File: src/rtl/ac97_frame_tx_if.sv
// Codec register-write handshake between a command source and the AC'97 framer.
// The framer also reports back when a carried command has left the link.
interface ac97_frame_tx_if;
    logic        CMD_VALID;
    logic [6:0]  CMD_ADDR;
    logic [15:0] CMD_DATA;
    logic        CMD_READY;
    logic        CMD_SENT;

    modport master (
        output CMD_VALID,
        output CMD_ADDR,
        output CMD_DATA,
        input  CMD_READY,
        input  CMD_SENT
    );

    modport slave (
        input  CMD_VALID,
        input  CMD_ADDR,
        input  CMD_DATA,
        output CMD_READY,
        output CMD_SENT
    );
endinterface

File: src/rtl/ac97_frame_tx.sv
// Outbound AC'97 framer: 256-bit frames carrying an optional codec register
// write in slots 1/2 and one mono sample duplicated into slots 3/4.
module ac97_frame_tx #(
    parameter int SAMPLE_W = 18
) (
    input  logic                BIT_CLK,
    input  logic                RESET_N,
    input  logic [SAMPLE_W-1:0] SAMPLE_IN,
    input  logic                PCM_EN,
    ac97_frame_tx_if.slave      cmd,
    output logic                SYNC,
    output logic                SDATA_OUT,
    output logic                frame_sig
);

    // Whole frame in MSB-first order; frame bit n sits at index 127-n, bits 96+ are zero.
    function automatic logic [127:0] build_frame(
        input logic        cv,
        input logic        pv,
        input logic [6:0]  addr,
        input logic [15:0] data,
        input logic [19:0] smp
    );
        logic [15:0] tag;
        logic [19:0] s1;
        logic [19:0] s2;
        logic [19:0] s3;
        tag = {cv | pv, cv, cv, pv, pv, 11'd0};
        s1  = cv ? {1'b0, addr, 12'd0} : 20'd0;
        s2  = cv ? {data, 4'd0} : 20'd0;
        s3  = pv ? smp : 20'd0;
        return {tag, s1, s2, s3, s3, 32'd0};
    endfunction

    logic [7:0]   bi_r;
    logic         pend_v_r;
    logic [6:0]   pend_addr_r;
    logic [15:0]  pend_data_r;
    logic         cmd_v_r;
    logic         pcm_v_r;
    logic [6:0]   frm_addr_r;
    logic [15:0]  frm_data_r;
    logic [19:0]  sample_r;
    logic         sync_r;
    logic         sdata_r;
    logic         frame_sig_r;
    logic         cmd_sent_r;
    logic         cmd_ready_r;

    logic [7:0]   bi_nxt_s;
    logic         boundary_s;
    logic         take_s;
    logic [19:0]  smp_pad_s;
    logic         pend_v_nxt_s;
    logic [6:0]   pend_addr_nxt_s;
    logic [15:0]  pend_data_nxt_s;
    logic         cmd_v_nxt_s;
    logic         pcm_v_nxt_s;
    logic [6:0]   frm_addr_nxt_s;
    logic [15:0]  frm_data_nxt_s;
    logic [19:0]  sample_nxt_s;
    logic [127:0] frame_vec_s;
    logic         sdata_nxt_s;

    // Bit index advance, boundary detect, handshake and left-justified sample.
    always_comb begin
        bi_nxt_s   = bi_r + 8'd1;
        boundary_s = (bi_r == 8'd255);
        take_s     = cmd.CMD_VALID & cmd_ready_r;
        smp_pad_s  = 20'd0;
        smp_pad_s[19 -: SAMPLE_W] = SAMPLE_IN;
    end

    // Pending buffer: a boundary transfer sees the pre-edge state, so a command
    // taken on the boundary edge itself waits for the following frame.
    always_comb begin
        pend_addr_nxt_s = pend_addr_r;
        pend_data_nxt_s = pend_data_r;
        if (take_s) begin
            pend_v_nxt_s    = 1'b1;
            pend_addr_nxt_s = cmd.CMD_ADDR;
            pend_data_nxt_s = cmd.CMD_DATA;
        end else if (boundary_s) begin
            pend_v_nxt_s = 1'b0;
        end else begin
            pend_v_nxt_s = pend_v_r;
        end
    end

    // Per-frame contents are frozen at the boundary for the whole frame.
    always_comb begin
        cmd_v_nxt_s    = cmd_v_r;
        pcm_v_nxt_s    = pcm_v_r;
        frm_addr_nxt_s = frm_addr_r;
        frm_data_nxt_s = frm_data_r;
        sample_nxt_s   = sample_r;
        if (boundary_s) begin
            cmd_v_nxt_s  = pend_v_r;
            pcm_v_nxt_s  = PCM_EN;
            sample_nxt_s = smp_pad_s;
            if (pend_v_r) begin
                frm_addr_nxt_s = pend_addr_r;
                frm_data_nxt_s = pend_data_r;
            end else begin
                frm_addr_nxt_s = frm_addr_r;
                frm_data_nxt_s = frm_data_r;
            end
        end else begin
            cmd_v_nxt_s = cmd_v_r;
        end
    end

    // Serial bit for the upcoming index, taken from the upcoming frame state so
    // the registered line matches the index it is driven under.
    always_comb begin
        frame_vec_s = build_frame(cmd_v_nxt_s, pcm_v_nxt_s, frm_addr_nxt_s,
                                  frm_data_nxt_s, sample_nxt_s);
        if (bi_nxt_s[7] == 1'b0) begin
            sdata_nxt_s = frame_vec_s[7'd127 - bi_nxt_s[6:0]];
        end else begin
            sdata_nxt_s = 1'b0;
        end
    end

    // Bit index, command buffers and frame content registers.
    always_ff @(posedge BIT_CLK or negedge RESET_N) begin
        if (!RESET_N) begin
            bi_r        <= 8'd255;
            pend_v_r    <= 1'b0;
            pend_addr_r <= 7'd0;
            pend_data_r <= 16'd0;
            cmd_v_r     <= 1'b0;
            pcm_v_r     <= 1'b0;
            frm_addr_r  <= 7'd0;
            frm_data_r  <= 16'd0;
            sample_r    <= 20'd0;
        end else begin
            bi_r        <= bi_nxt_s;
            pend_v_r    <= pend_v_nxt_s;
            pend_addr_r <= pend_addr_nxt_s;
            pend_data_r <= pend_data_nxt_s;
            cmd_v_r     <= cmd_v_nxt_s;
            pcm_v_r     <= pcm_v_nxt_s;
            frm_addr_r  <= frm_addr_nxt_s;
            frm_data_r  <= frm_data_nxt_s;
            sample_r    <= sample_nxt_s;
        end
    end

    // Registered link and handshake outputs.
    always_ff @(posedge BIT_CLK or negedge RESET_N) begin
        if (!RESET_N) begin
            sync_r      <= 1'b0;
            sdata_r     <= 1'b0;
            frame_sig_r <= 1'b0;
            cmd_sent_r  <= 1'b0;
            cmd_ready_r <= 1'b1;
        end else begin
            sync_r      <= (bi_nxt_s < 8'd16);
            sdata_r     <= sdata_nxt_s;
            frame_sig_r <= (bi_nxt_s == 8'd255);
            cmd_sent_r  <= (bi_nxt_s == 8'd56) && cmd_v_nxt_s;
            cmd_ready_r <= ~pend_v_nxt_s;
        end
    end

    assign SYNC          = sync_r;
    assign SDATA_OUT     = sdata_r;
    assign frame_sig     = frame_sig_r;
    assign cmd.CMD_SENT  = cmd_sent_r;
    assign cmd.CMD_READY = cmd_ready_r;

endmodule

File: src/flat_wrapper.sv
// flat-port wrapper written by rule: the top's interface ports become plain ports
module ac97_frame_tx_flat 
#(
    parameter int SAMPLE_W = 18
)
  (BIT_CLK, RESET_N, SAMPLE_IN, PCM_EN, SYNC, SDATA_OUT, frame_sig, cmd_CMD_VALID, cmd_CMD_ADDR, cmd_CMD_DATA, cmd_CMD_READY, cmd_CMD_SENT);
  ac97_frame_tx_if cmd_i ();
  input  logic BIT_CLK;
  input  logic RESET_N;
  input  logic [SAMPLE_W-1:0] SAMPLE_IN;
  input  logic PCM_EN;
  output logic SYNC;
  output logic SDATA_OUT;
  output logic frame_sig;
  input wire logic [$bits(cmd_i.CMD_VALID)-1:0] cmd_CMD_VALID;
  input wire logic [$bits(cmd_i.CMD_ADDR)-1:0] cmd_CMD_ADDR;
  input wire logic [$bits(cmd_i.CMD_DATA)-1:0] cmd_CMD_DATA;
  output wire logic [$bits(cmd_i.CMD_READY)-1:0] cmd_CMD_READY;
  output wire logic [$bits(cmd_i.CMD_SENT)-1:0] cmd_CMD_SENT;
  assign cmd_i.CMD_VALID = cmd_CMD_VALID;
  assign cmd_i.CMD_ADDR = cmd_CMD_ADDR;
  assign cmd_i.CMD_DATA = cmd_CMD_DATA;
  assign cmd_CMD_READY = cmd_i.CMD_READY;
  assign cmd_CMD_SENT = cmd_i.CMD_SENT;
  ac97_frame_tx #(.SAMPLE_W(SAMPLE_W)) u_core (.BIT_CLK(BIT_CLK), .RESET_N(RESET_N), .SAMPLE_IN(SAMPLE_IN), .PCM_EN(PCM_EN), .cmd(cmd_i), .SYNC(SYNC), .SDATA_OUT(SDATA_OUT), .frame_sig(frame_sig));
endmodule
File: config.mk
export PLATFORM = sky130hd
export DESIGN_NAME = ac97_frame_tx_flat
export DESIGN_NICKNAME = d
export VERILOG_FILES = /design/src/rtl/ac97_frame_tx_if.sv /design/src/rtl/ac97_frame_tx.sv /design/src/flat_wrapper.sv
export SDC_FILE = /design/constraint.sdc
export NUM_CORES = 1
export LEC_CHECK = 0
export ABC_AREA = 0
export CELL_PAD_IN_SITES_DETAIL_PLACEMENT = 0
export CELL_PAD_IN_SITES_GLOBAL_PLACEMENT = 1
export CORE_ASPECT_RATIO = 0.6
export CORE_MARGIN = 2
export CORE_UTILIZATION = 34
export DETAILED_ROUTE_END_ITERATION = 10
export PLACE_DENSITY_LB_ADDON = 0.15
export SLEW_MARGIN = 20
export SYNTH_ARGS = -nofsm -noshare
export SYNTH_HDL_FRONTEND = slang
export SYNTH_SLANG_ARGS = --single-unit
File: constraint.sdc
create_clock -name BIT_CLK -period 3.85 [get_ports BIT_CLK]
set_clock_uncertainty 0.05 [all_clocks]
set_input_delay 0.77 -clock BIT_CLK [delete_from_list [all_inputs] [get_ports BIT_CLK]]
set_output_delay 0.77 -clock BIT_CLK [all_outputs]
set_load 0.005 [all_outputs]
Word level (Yosys, flattened, before mapping)
Index checks and enable logic that the tools add are counted.
{"block": "op_classes", "n_mul": 0, "n_mux": 15, "eq_ne": 3, "div_mod_pow": 0, "order_cmp": 2, "bitwise_logic": 3, "shifts": 0, "reduce_logical": 1, "add_sub_neg": 2}
{"cell": "$mux 20", "n": 3}
{"cell": "$mux 16", "n": 2}
{"cell": "$mux 19", "n": 1}
{"cell": "$eq 8x8->1 const B", "n": 2}
{"cell": "$mux 7", "n": 2}
{"cell": "$add 8x1->8 const B", "n": 1}
{"cell": "$eq 8x6->1 const B", "n": 1}
{"cell": "$lt 7x8->1 const B", "n": 1}
{"cell": "$lt 8x5->1 const B", "n": 1}
{"cell": "$bmux 1 s7", "n": 1}
{"cell": "$sub 7x7->7 const A", "n": 1}
{"cell": "$mux 1", "n": 6}
{"cell": "$and 1x1->1", "n": 1}
{"cell": "$logic_and 1x1->1", "n": 1}
{"cell": "$not 1->1", "n": 1}
{"cell": "$or 1x1->1", "n": 1}
{"block": "totals", "mem_bits_ro": 0, "wordCells": 40, "latch_bits": 0, "input_bits": 45, "ramBits": 0, "mem_count": 0, "register_bits": 82}

Longest topological paths before layout
Gate-level depths: netlist of run 1.
{"block": "depth", "word_depth": 6, "mapped_depth": 11, "depth_no_buf": 9}

Least setup slack after synthesis of run 1
OpenSTA, ideal clock, no wires.
{"block": "synth_path", "path_type": "register to register", "start": "register u_core.bi_r[0]", "end": "register u_core.sdata_r, in the netlist u_core.SDATA_OUT", "arrival_time_ns": 2.657, "synth_period_minus_slack_ns": 2.792, "path_slack_ns": 1.058, "path_stages_with_launch": 12, "required_ns": 3.714, "path_cell_list": "dfstp_2 -> clkbuf_1 -> inv_1 -> ha_1 -> clkbuf_1 -> nor2b_1 -> a22oi_1 -> a21oi_1 -> nor4_1 -> a211oi_1 -> o2111ai_1 -> a32oi_1"}
{"element": "from (decl)", "line_no": "ac97_frame_tx.sv:35", "text": "logic [7:0] bi_r;"}
{"element": "from (signal assigned)", "line_no": "ac97_frame_tx.sv:138", "text": "bi_r <= bi_nxt_s;"}
{"element": "$add 8x1->8", "line_no": "ac97_frame_tx.sv:67", "text": "bi_nxt_s = bi_r + 8'd1;"}
{"element": "via u_core.bi_nxt_s[0]", "line_no": "ac97_frame_tx.sv:50", "text": "logic [7:0] bi_nxt_s;"}
{"element": "$sub 7x7->7", "line_no": "ac97_frame_tx.sv:119", "text": "sdata_nxt_s = frame_vec_s[7'd127 - bi_nxt_s[6:0]];"}
{"element": "$bmux 1 s7", "line_no": "ac97_frame_tx.sv:119"}
{"element": "$mux 1 (not written as such)", "line_no": "ac97_frame_tx.sv:119"}
{"element": "$mux 1", "line_no": "ac97_frame_tx.sv:118", "text": "if (bi_nxt_s[7] == 1'b0) begin"}
{"element": "via u_core.sdata_nxt_s", "line_no": "ac97_frame_tx.sv:63", "text": "logic sdata_nxt_s;"}
{"element": "to (signal assigned)", "line_no": "ac97_frame_tx.sv:160", "text": "sdata_r <= sdata_nxt_s;"}
{"element": "to (decl)", "line_no": "ac97_frame_tx.sv:45", "text": "logic sdata_r;"}
The timed path passes the listed nets, and every way through them passes these cells. The select of a mux whose other input is x is not followed.
A chain may end at the register's enable or synchronous reset.

Worst setup path after layout of run 1
Same ends and word-level chain as after synthesis.

==> results.cfg, run 1 <==
[outcome]
status = completed

[global_routing]
grt_pass1_vias = 2857
overflow = 0
grt_usage = 0.1740
antenna_found_initial = 0
grt_pass1_wl_um = 16330
grt_max_degree = 83

[floorplanning]
coreArea_mm2 = 0.01141
die_h_um = 88.26
fp.dieArea_mm2 = 0.01275
start_util = 0.3525
io_pins = 50
fp.dieW_um = 144.4
rows = 30

[clock_network]
cts_buffer_depth = 2
htree_levels = 3
clkTransAtPathRegs_ns = 0.06
cts_tree = built
post-cts-setup-buffers = 0
cts_hold_buf = 0
cts.sinks = 82
cts_made_buffers = 9
worstSkewPairLatency_ns = 0.34
cts_resized = 0
cts-root-buf = clkbuf_16

[run]
max_cap_violations = 0

[power]
total_power_mw = 1.799
irDropWorstVdd_mv = 0.1864
powerDensity_mw_per_mm2 = 362.5
power_leakage_nw = 2.264

[sta]
hold-worst-slack_ns = 0.4020
setup_viol = 0
final.period_utilization = 0.8556
max_freq_ghz = 0.3036
tightest_slew_ns = 0.7769
drv_slew = 0
setup_tns_ns = 0
hold_viol_final = 0
slew_headroom = 0.4821
min_period_ns = 3.294
rsz0062_at_grt = false

[synth]
avgSynthCellArea_um2 = 11.53
synth-seq-cells = 82
synth_cells = 349
synth_seq_area_share = 0.5129
netlist_area_mm2 = 0.004023
synth-main-ff-cell = dfrtp_1
synth_edf_count = 0
synthTopCellsByArea = dfrtp_1 (45%), mux2_2 (12%), dfstp_2 (5.9%)
synth_fp_nets = 397
async_flop_share = 1.000
synth_area_leader_cell = dfrtp_1
synth_top_area_share = 0.4541
yosys_warnings = 0
synth.distinct_cells = 55

[placement]
io_buffer_count = 49
dp_cells = 548
gp_congestion = 0.8960
dpl.hpwl_um = 7276

[setup_path]
critical_path.slowest_cell = dfstp_2
endpoint_kind = register
cp.required_ns = 4.00
critical_path_buf_inv_count = 1
arrival_ns = 3.44
worstPathMaxFanout = 13
cpLargestDelayFamily = compound AO/OA/AOI/OAI gates
r2r_end = u_core.SDATA_OUT
critPathKind = register to register
r2r_start = u_core.bi_r[0]
max_stage_delay_ns = 0.69
worstSetupStartpointType = register
r2r_setup_slack_ns = 0.56
path_cells = inv_1 -> ha_1 -> nor2b_1 -> a222oi_1 -> a21oi_1 -> nor4_1 -> a211oi_1 -> o2111ai_1 -> a32oi_1
reg2reg_depth = 9

[final_layout]
drive_gt1_frac = 0.2252
nFillCells = 1139
multiInputGateArea_mm2 = 0.001800
nets = 447
seqCellArea_mm2 = 0.002063
diodes = 0
layout.cells.most_common_list = dfrtp_1 (73), nand2_1 (61), clkdlybuf4s50_1 (48)
final_common_cell = dfrtp_1
syn2layout_area_growth_pct = 23.36
layoutNonFillerInstCount = 564
fin_util = 0.4349

[drt]
wl_met3_um = 624
drc = 0
avgViaCountPerCell = 5.200
dr.pass1.iters = 5
route.vias.total = 2933
postRouteWirelength_um = 10220
drt_iter0_markers = 211
route.detailed.wl_per_inst_um = 18.11
wl_met1_um = 5389
dr.max_layer_used = met4
routed-wl-met2_um = 4114
ant_nets = 0

[min_path]
hold_path_class = input port to asynchronous set/reset pin
==> cells in the mapped netlist, drive strengths merged, types with 8 or more instances <==
library cell / n
nand4: 9
nand2: 63
nor2: 9
buf: 13
nand3: 16
dfstp: 9
inv: 11
nor3: 8
mux4: 8
a21oi: 10
dfrtp: 73
o21ai: 14
mux2: 45
==> layout make-up <==
type	count	area share
clock buffer	12	0.04967
clock inverter	4	0.01034
inverter	11	0.008321
multi-input combinational	237	0.3628
sequential	82	0.4158
tap	160	0.04034
timing repair buffer	58	0.1127
==> kinds of logic (layout without fill, tap and decap cells) <==
family,Yosys count,count (layout),synth area share
simple gates,122,122,0.1512
fa+ha+maj,3,3,0.009332
compound gates,48,48,0.08492
xor+xnor,7,7,0.01711
buf+inv,30,85,0.04012
mux,57,57,0.1844
flops,82,82,0.5129
==> power by group <==
| group | switching [mW] | internal [mW] |
|---|---|---|
| clock network | 0.344 | 0.521 |
| logic | 0.0270 | 0.0432 |
| registers | 0.000343 | 0.864 |
| total | 0.371 | 1.43 |
==> through the flow <==
stage / setup WS (ns) / area (µm²)
finish: 0.5561 / 4962
detailed placement: 0.6237 / 4658
global placement: 0.7117 / 4658
global route: 0.3354 / 4962
floorplan: 1.058 / 4023
CTS: 0.6068 / 4956
==> metal layers <==
metal	vias to the layer above	global-route usage
met1	1474	0.2747
met2	88	0.2288
met4	0	0.04060
li1	1363	-
met5	-	0
met3	8	0.05357
==> worst max-delay path by stage <==
stage | startpoint | endpoint | slack [ns] | cells past startpoint
after floorplan | u_core.bi_r[0] | u_core.SDATA_OUT | 1.06 | 11
after global placement | u_core.bi_r[0] | u_core.SDATA_OUT | 0.71 | 9
after detailed placement | u_core.bi_r[0] | u_core.SDATA_OUT | 0.62 | 9
after CTS | u_core.bi_r[0] | u_core.SDATA_OUT | 0.61 | 9
after global routing | u_core.bi_r[0] | u_core.SDATA_OUT | 0.34 | 9
final | u_core.bi_r[0] | u_core.SDATA_OUT | 0.56 | 9
==> flip-flops by register name (all words and copies together) (netlist names) <==
name                  count
u_core.sample_r          20
u_core.pend_data_r       16
u_core.cmd_v_r            1
u_core.frame_sig          1
u_core.pcm_v_r            1
u_core.frm_addr_r         7
u_core.cmd.CMD_READY      1
u_core.frm_data_r        16
u_core.SDATA_OUT          1
u_core.SYNC               1
u_core.bi_r               8
u_core.cmd.CMD_SENT       1
u_core.pend_v_r           1
u_core.pend_addr_r        7
No activity file was read; power rests on OpenSTA's default activity.
==> inputs of run 2 (changes only) <==
- ABC_AREA: 0 -> 1
==> run 2 against run 1 <==
Die area up 5.8%. Flip-flop and latch count unchanged. Utilization down 0.47 points. Global-route usage down 0.36 points. Area after synthesis up 6.1%. Combinational power down 6.3%. Clock power up 2.5%. Maximum frequency up 10%. Count of clock-buffer cells in the layout down 1. Register-to-register slack better by 0.31 ns. Critical path depth up 7. Sequential power about the same.
==> results.cfg, run 2 <==
[outcome]
status = completed

[setup_path]
critPathKind = register to register
endpoint_kind = register
worstSetupStartpointType = register
arrival_ns = 3.17
cp.required_ns = 4.04
worstPathMaxFanout = 31

[floorplanning]
die_h_um = 90.77
fp.dieArea_mm2 = 0.01349
io_pins = 50
fp.dieW_um = 148.6
coreArea_mm2 = 0.01214
start_util = 0.3514
rows = 31

[placement]
io_buffer_count = 49
gp_congestion = 0.7837
dpl.hpwl_um = 7390

[power]
p_seq_frac = 0.475
powerDensity_mw_per_mm2 = 347.6
irDropWorstVdd_mv = 0.2025
switchingPower_mw = 0.3776
pwr-share-comb = 0.036
p_clk_frac = 0.489
switching_share = 0.2080
power_leakage_nw = 2.823
p_int_mw = 1.438

[synth]
synth-seq-cells = 82
synth_seq_area_share = 0.4836
synthXorXnorAreaFrac = 0.006158
netlist_area_mm2 = 0.004267
yosys_warnings = 0
synth_most_common_cell = nand2_1
synthTopCellsByArea = dfrtp_1 (43%), nand2_1 (16%), inv_1 (7.9%)
synth.distinct_cells = 29
synth_fp_nets = 616
avgSynthCellArea_um2 = 7.512
synth-simple-area-share = 0.3097
yosys.area_share.adder = 0.008798
synth_top_area_share = 0.4282
synth-main-ff-cell = dfrtp_1
synth_top_family_by_area = simple AND/OR/NAND/NOR gates
synthTopCellsByCount = nand2_1 (179), inv_1 (90), dfrtp_1 (73)
synth_compound_gate_area_share = 0.05572
synthMuxAreaShare = 0.02639
synth_area_leader_cell = dfrtp_1
synth_cells = 568
async_flop_share = 1.000
synth_edf_count = 0

[final_layout]
syn2layout_area_growth_pct = 22.40
largest-register = u_core.sample_r
drive_gt1_frac = 0.08535
seqCellArea_mm2 = 0.002063
diodes = 0
nFillCells = 1250
final_common_cell = nand2_1
multiInputGateArea_mm2 = 0.001735
fin_util = 0.4302
layout.cells.most_common_list = nand2_1 (179), inv_1 (90), dfrtp_1 (73)
nets = 664
largest_register_ffs = 20
top_regs = u_core.sample_r (20), u_core.frm_data_r (16), u_core.pend_data_r (16)

[drt]
route.detailed.wl_per_inst_um = 13.59
route.vias.total = 3560
dr.pass1.iters = 4
ant_nets = 0
drt_iter0_markers = 152
postRouteWirelength_um = 10680
avgViaCountPerCell = 4.529
drc = 0

[global_routing]
overflow = 0
grt_pass1_wl_um = 17910
grt_max_degree = 42
grt_usage = 0.1704
antenna_found_initial = 0
grt_pass1_vias = 3563

[run]
max_cap_violations = 0

[sta]
setup_viol = 0
max_freq_ghz = 0.3348
hold_viol_final = 0
min_period_ns = 2.987
setup_tns_ns = 0
rsz0062_at_grt = false
drv_slew = 0
slew_headroom = 0.3441
tightest_slew_ns = 0.9814
final.period_utilization = 0.7758

[clock_network]
htree_levels = 3
worstSkewPairLatency_ns = 0.34
cts_resized = 0
cts_hold_buf = 0
cts-root-buf = clkbuf_16
cts_made_buffers = 9
cts.sinks = 82
cts_tree = built
clkTransAtPathRegs_ns = 0.06
cts_buffer_depth = 2
post-cts-setup-buffers = 0

[min_path]
hold_path_class = input port to asynchronous set/reset pin
-- run 2: path summary, 6_finish.rpt --
path	startpoint	to	slack, ns	cells past startpoint
hold reg to reg	u_core.sample_r[3]	u_core.sample_r[3]	0.42	2
setup / recovery	u_core.bi_r[0]	u_core.SDATA_OUT	0.86	16
setup reg to reg	u_core.bi_r[0]	u_core.SDATA_OUT	0.86	16
max in group asynchronous	RESET_N	u_core.cmd.CMD_READY	2.59	2
hold / removal	RESET_N	u_core.pend_data_r[1]	0.38	1
min in group BIT_CLK	u_core.sample_r[3]	u_core.sample_r[3]	0.42	2
-- run 2: final cells by class --
| type | instances | share of cell area |
|---|---|---|
| flip-flops and latches | 82 | 0.3951 |
| clock buffers | 11 | 0.04839 |
| multi-input cells | 371 | 0.3323 |
| clock inverters | 5 | 0.01006 |
| inverters | 93 | 0.06684 |
| repair buffers | 59 | 0.1078 |
| well taps | 165 | 0.03953 |
-- run 2: per-layer routing --
layer  vias up  track usage  wire [µm]  part of all wire
li1       1827            -          -                 -
met1      1667       0.2449       5540              0.52
met2        62       0.2600       4639              0.43
met3         4      0.04091        461             0.043
met4         0      0.03810         42            0.0039
met5         -            0          0                 0
-- run 2: kinds of logic (layout without fill, tap and decap cells) --
kind of cell / count (synthesis) / count (layout)
AND/OR/NAND/NOR: 310 / 310
buffers and inverters: 115 / 168
flip-flops: 82 / 82
AO/OA/AOI/OAI: 45 / 45
multiplexers: 10 / 10
adder cells (fa/ha/maj): 3 / 3
XOR/XNOR: 3 / 3
-- run 2: power groups by stage --
stage	logic, mW	registers (mW)	clock network [mW]
after global placement	0.0675	0.878	0
after floorplan	0.00219	0.878	0
after global routing	0.0732	0.861	0.948
after detailed placement	0.0678	0.878	0
final	0.0658	0.862	0.887
after CTS	0.0684	0.862	0.910
-- run 2: worst max-delay path, stage by stage (launching register included) --
cell	delay, ns
dfstp_2	0.59
ha_1	0.22
nand2_1	0.07
nor2_1	0.17
nand2_2	0.40
inv_2	0.47
nand2_1	0.09
nand3_1	0.08
nand2_1	0.06
nor2_1	0.19
nor2_1	0.06
o21ai_1	0.15
inv_1	0.06
nand2_1	0.06
nand2_1	0.05
nand2_1	0.06
inv_1	0.04
-- run 2: through the flow --
| step | power, mW | setup WS, ns | instance area, µm² | hold slack [ns] | std cells |
|---|---|---|---|---|---|
| final | 1.815 | 0.8632 | 5223 | 0.3758 | 786 |
| after global routing | 1.883 | 0.5723 | 5223 | 0.4054 | 786 |
| after CTS | 1.841 | 0.8523 | 5223 | 0.3922 | 786 |
| after detailed placement | 0.9454 | 0.8743 | 4917 | 0.4008 | 770 |
| after global placement | 0.9452 | 1.007 | 4917 | 0.3966 | 770 |
| after floorplan | 0.8801 | 1.709 | 4267 | 0.3811 | 568 |
==> RTL change, RTL diff (flow settings as in run 1) <==
Register the output `SYNC` once more, with the module's reset; this adds one clock of latency there. The other outputs are not delayed to match.
--- a/src/rtl/ac97_frame_tx.sv
+++ b/src/rtl/ac97_frame_tx.sv
@@ -164,7 +164,13 @@
         end
     end
 
-    assign SYNC          = sync_r;
+    always_ff @(posedge BIT_CLK or negedge RESET_N) begin
+        if (!RESET_N) begin
+            SYNC <= '0;
+        end else begin
+            SYNC <= sync_r;
+        end
+    end
     assign SDATA_OUT     = sdata_r;
     assign frame_sig     = frame_sig_r;
     assign cmd.CMD_SENT  = cmd_sent_r;
Behaviour: not the same (a bounded check fails within 4 cycles, from zero or initial values and one cycle with RESET_N low).
==> RTL change against run 1 <==
  * Wire length fell by 2.4%
  * Sequential cell count rose by 1
  * Cell area rose by 0.83%
  * Count of clock-buffer cells in the layout fell by 1
  * Synthesized cell count rose by 0.29%
  * Combinational power barely moved
  * Cell count rose by 0.18%
  * Area after synthesis rose by 0.62%
  * Setup slack improved by 0.22 ns
  * Total power rose by 2.3%
==> RTL change: results (changes against run 1) <==
| Metric | Value |
|---|---|
| Leakage | `2.279 nW (+0.67%)` |
| Top cell types by occurrence after synthesis | `sky130_fd_sc_hd__dfrtp_1, sky130_fd_sc_hd__nand2_1, sky130_fd_sc_hd__mux2_2` |
| Post-detailed-route wirelength per cell | `17.65 µm (-2.5%)` |
| Total routing resource utilization after global routing | `0.1710 (-0.003036)` |
| Wire length of the first global-routing pass | `16,280 µm (-0.29%)` |
| Pin count of the biggest net entering global routing | `84 (+1.2%)` |
| Cell area after placement | `4683 µm² (+0.54%)` |
| Type of the worst min-delay path | `reg2reg` |
| Share of the yosys chip area belonging to registers | `0.5159 (+0.003011)` |
| Peak VDD IR | `0.0002000 V (+7.3%)` |
| Estimated wirelength of the detail-placed design | `7120 µm (-2.1%)` |
| Net switching power of the design | `0.0003846 W (+3.6%)` |
| Mean Syn Cell Area | `11.56 µm² (+0.33%)` |
| Synth Net Count | `398 (+0.25%)` |
| Placed Cells incl. Taps | `549 (+0.18%)` |
| Number of global-route vias before repair | `2,943 (+3.0%)` |
| Ratio of cells with drive above 1 in the final layout | `0.2296 (+0.004382)` |
| Worst max-slew margin expressed relative to the limit | `0.4874 (+0.005346)` |
| Final #Nets | `448 (+0.22%)` |
| Initial antenna violation count | `0 (unchanged)` |
| Initial drt markers | `235 (+11%)` |
| Routed wire length | `9974 µm (-2.4%)` |
| Vias/cell | `5.057 (-2.8%)` |
| Largest stage delay, worst path | `0.60 ns (-0.09 ns)` |
| Setup Slack @ Placement | `0.7855 ns (+0.1618 ns)` |
| Cell types with the largest area share after synthesis | `sky130_fd_sc_hd__dfrtp_1, sky130_fd_sc_hd__mux2_2, sky130_fd_sc_hd__dfstp_2, sky130_fd_sc_hd__nand2_1, sky130_fd_sc_hd__mux4_2` |
| First-pass detailed-route iteration total | `4 (-1)` |
| Result of the run | `finished, final reports clean` |
| Final RePlAce weighted congestion | `0.8538 (-4.7%)` |
| Worst-path fanout max | `9 (-4)` |
==> RTL change: changes by cell type after synthesis, sizes merged <==
cell   change
dfrtp      +1
==> RTL change: kinds of logic (layout without fill, tap and decap cells) <==
group,after synthesis,in the layout,synth area share
buffers and inverters,30,85,0.03988
adders and majority gates,3,3,0.009275
muxes,57,57,0.1833
AOI/OAI and AO/OA,48,48,0.08440
and+or+nand+nor,122,122,0.1502
DFF,83,83,0.5159
xor gates and xnor gates,7,7,0.01700
==> RTL change: cell type report <==
class / count / area, µm²
Multi-Input combinational cell: 237 / 1800
Timing Repair Buffer: 58 / 559.3
Inverter: 11 / 41.29
Fill cell: 1108 / 6445
Sequential cell: 83 / 2088
Tap cell: 160 / 200.2
Clock inverter: 5 / 61.31
Clock buffer: 11 / 252.7
==> RTL change: worst paths after layout <==
| path | start | end | slack (ns) | depth (start not counted) |
|---|---|---|---|---|
| max | u_core.bi_r[0] | u_core.SDATA_OUT | 0.77 | 9 |
| min | u_core.sync_r | u_core.SYNC | 0.30 | 0 |
| max reg2reg | u_core.bi_r[0] | u_core.SDATA_OUT | 0.77 | 9 |
| min reg2reg | u_core.sync_r | u_core.SYNC | 0.30 | 0 |
| max in group asynchronous | RESET_N | u_core.pcm_v_r | 2.79 | 1 |
| min in group asynchronous | RESET_N | u_core.pend_addr_r[5] | 0.42 | 1 |
==> RTL change: power by group through the flow <==
stage	registers (W)	clock network (W)	logic (W)
finish	0.000875	0.000896	0.0000704
global route	0.000874	0.000955	0.0000781
CTS	0.000874	0.000918	0.0000721
detailed placement	0.000890	0	0.0000718
global placement	0.000890	0	0.0000712
floorplan	0.000890	0	0.00000597
==> RTL change: metrics by stage <==
stage | utilization | hold slack, ns
6_report | 0.4370 | 0.2987
5_1_grt | 0.4370 | 0.3023
2_1_floorplan | - | 0.2812
3_3_place_gp | 0.4091 | 0.2845
3_5_place_dp | 0.4091 | 0.2887
4_1_cts | 0.4365 | 0.3028
==> RTL change: metal layers <==
metal / vias to the layer above / GRT usage / share of wire
met5: - / 0 / 0
met4: 0 / 0.05031 / 0.014
met3: 11 / 0.04870 / 0.054
met2: 93 / 0.2247 / 0.39
met1: 1390 / 0.2680 / 0.54
li1: 1363 / - / -
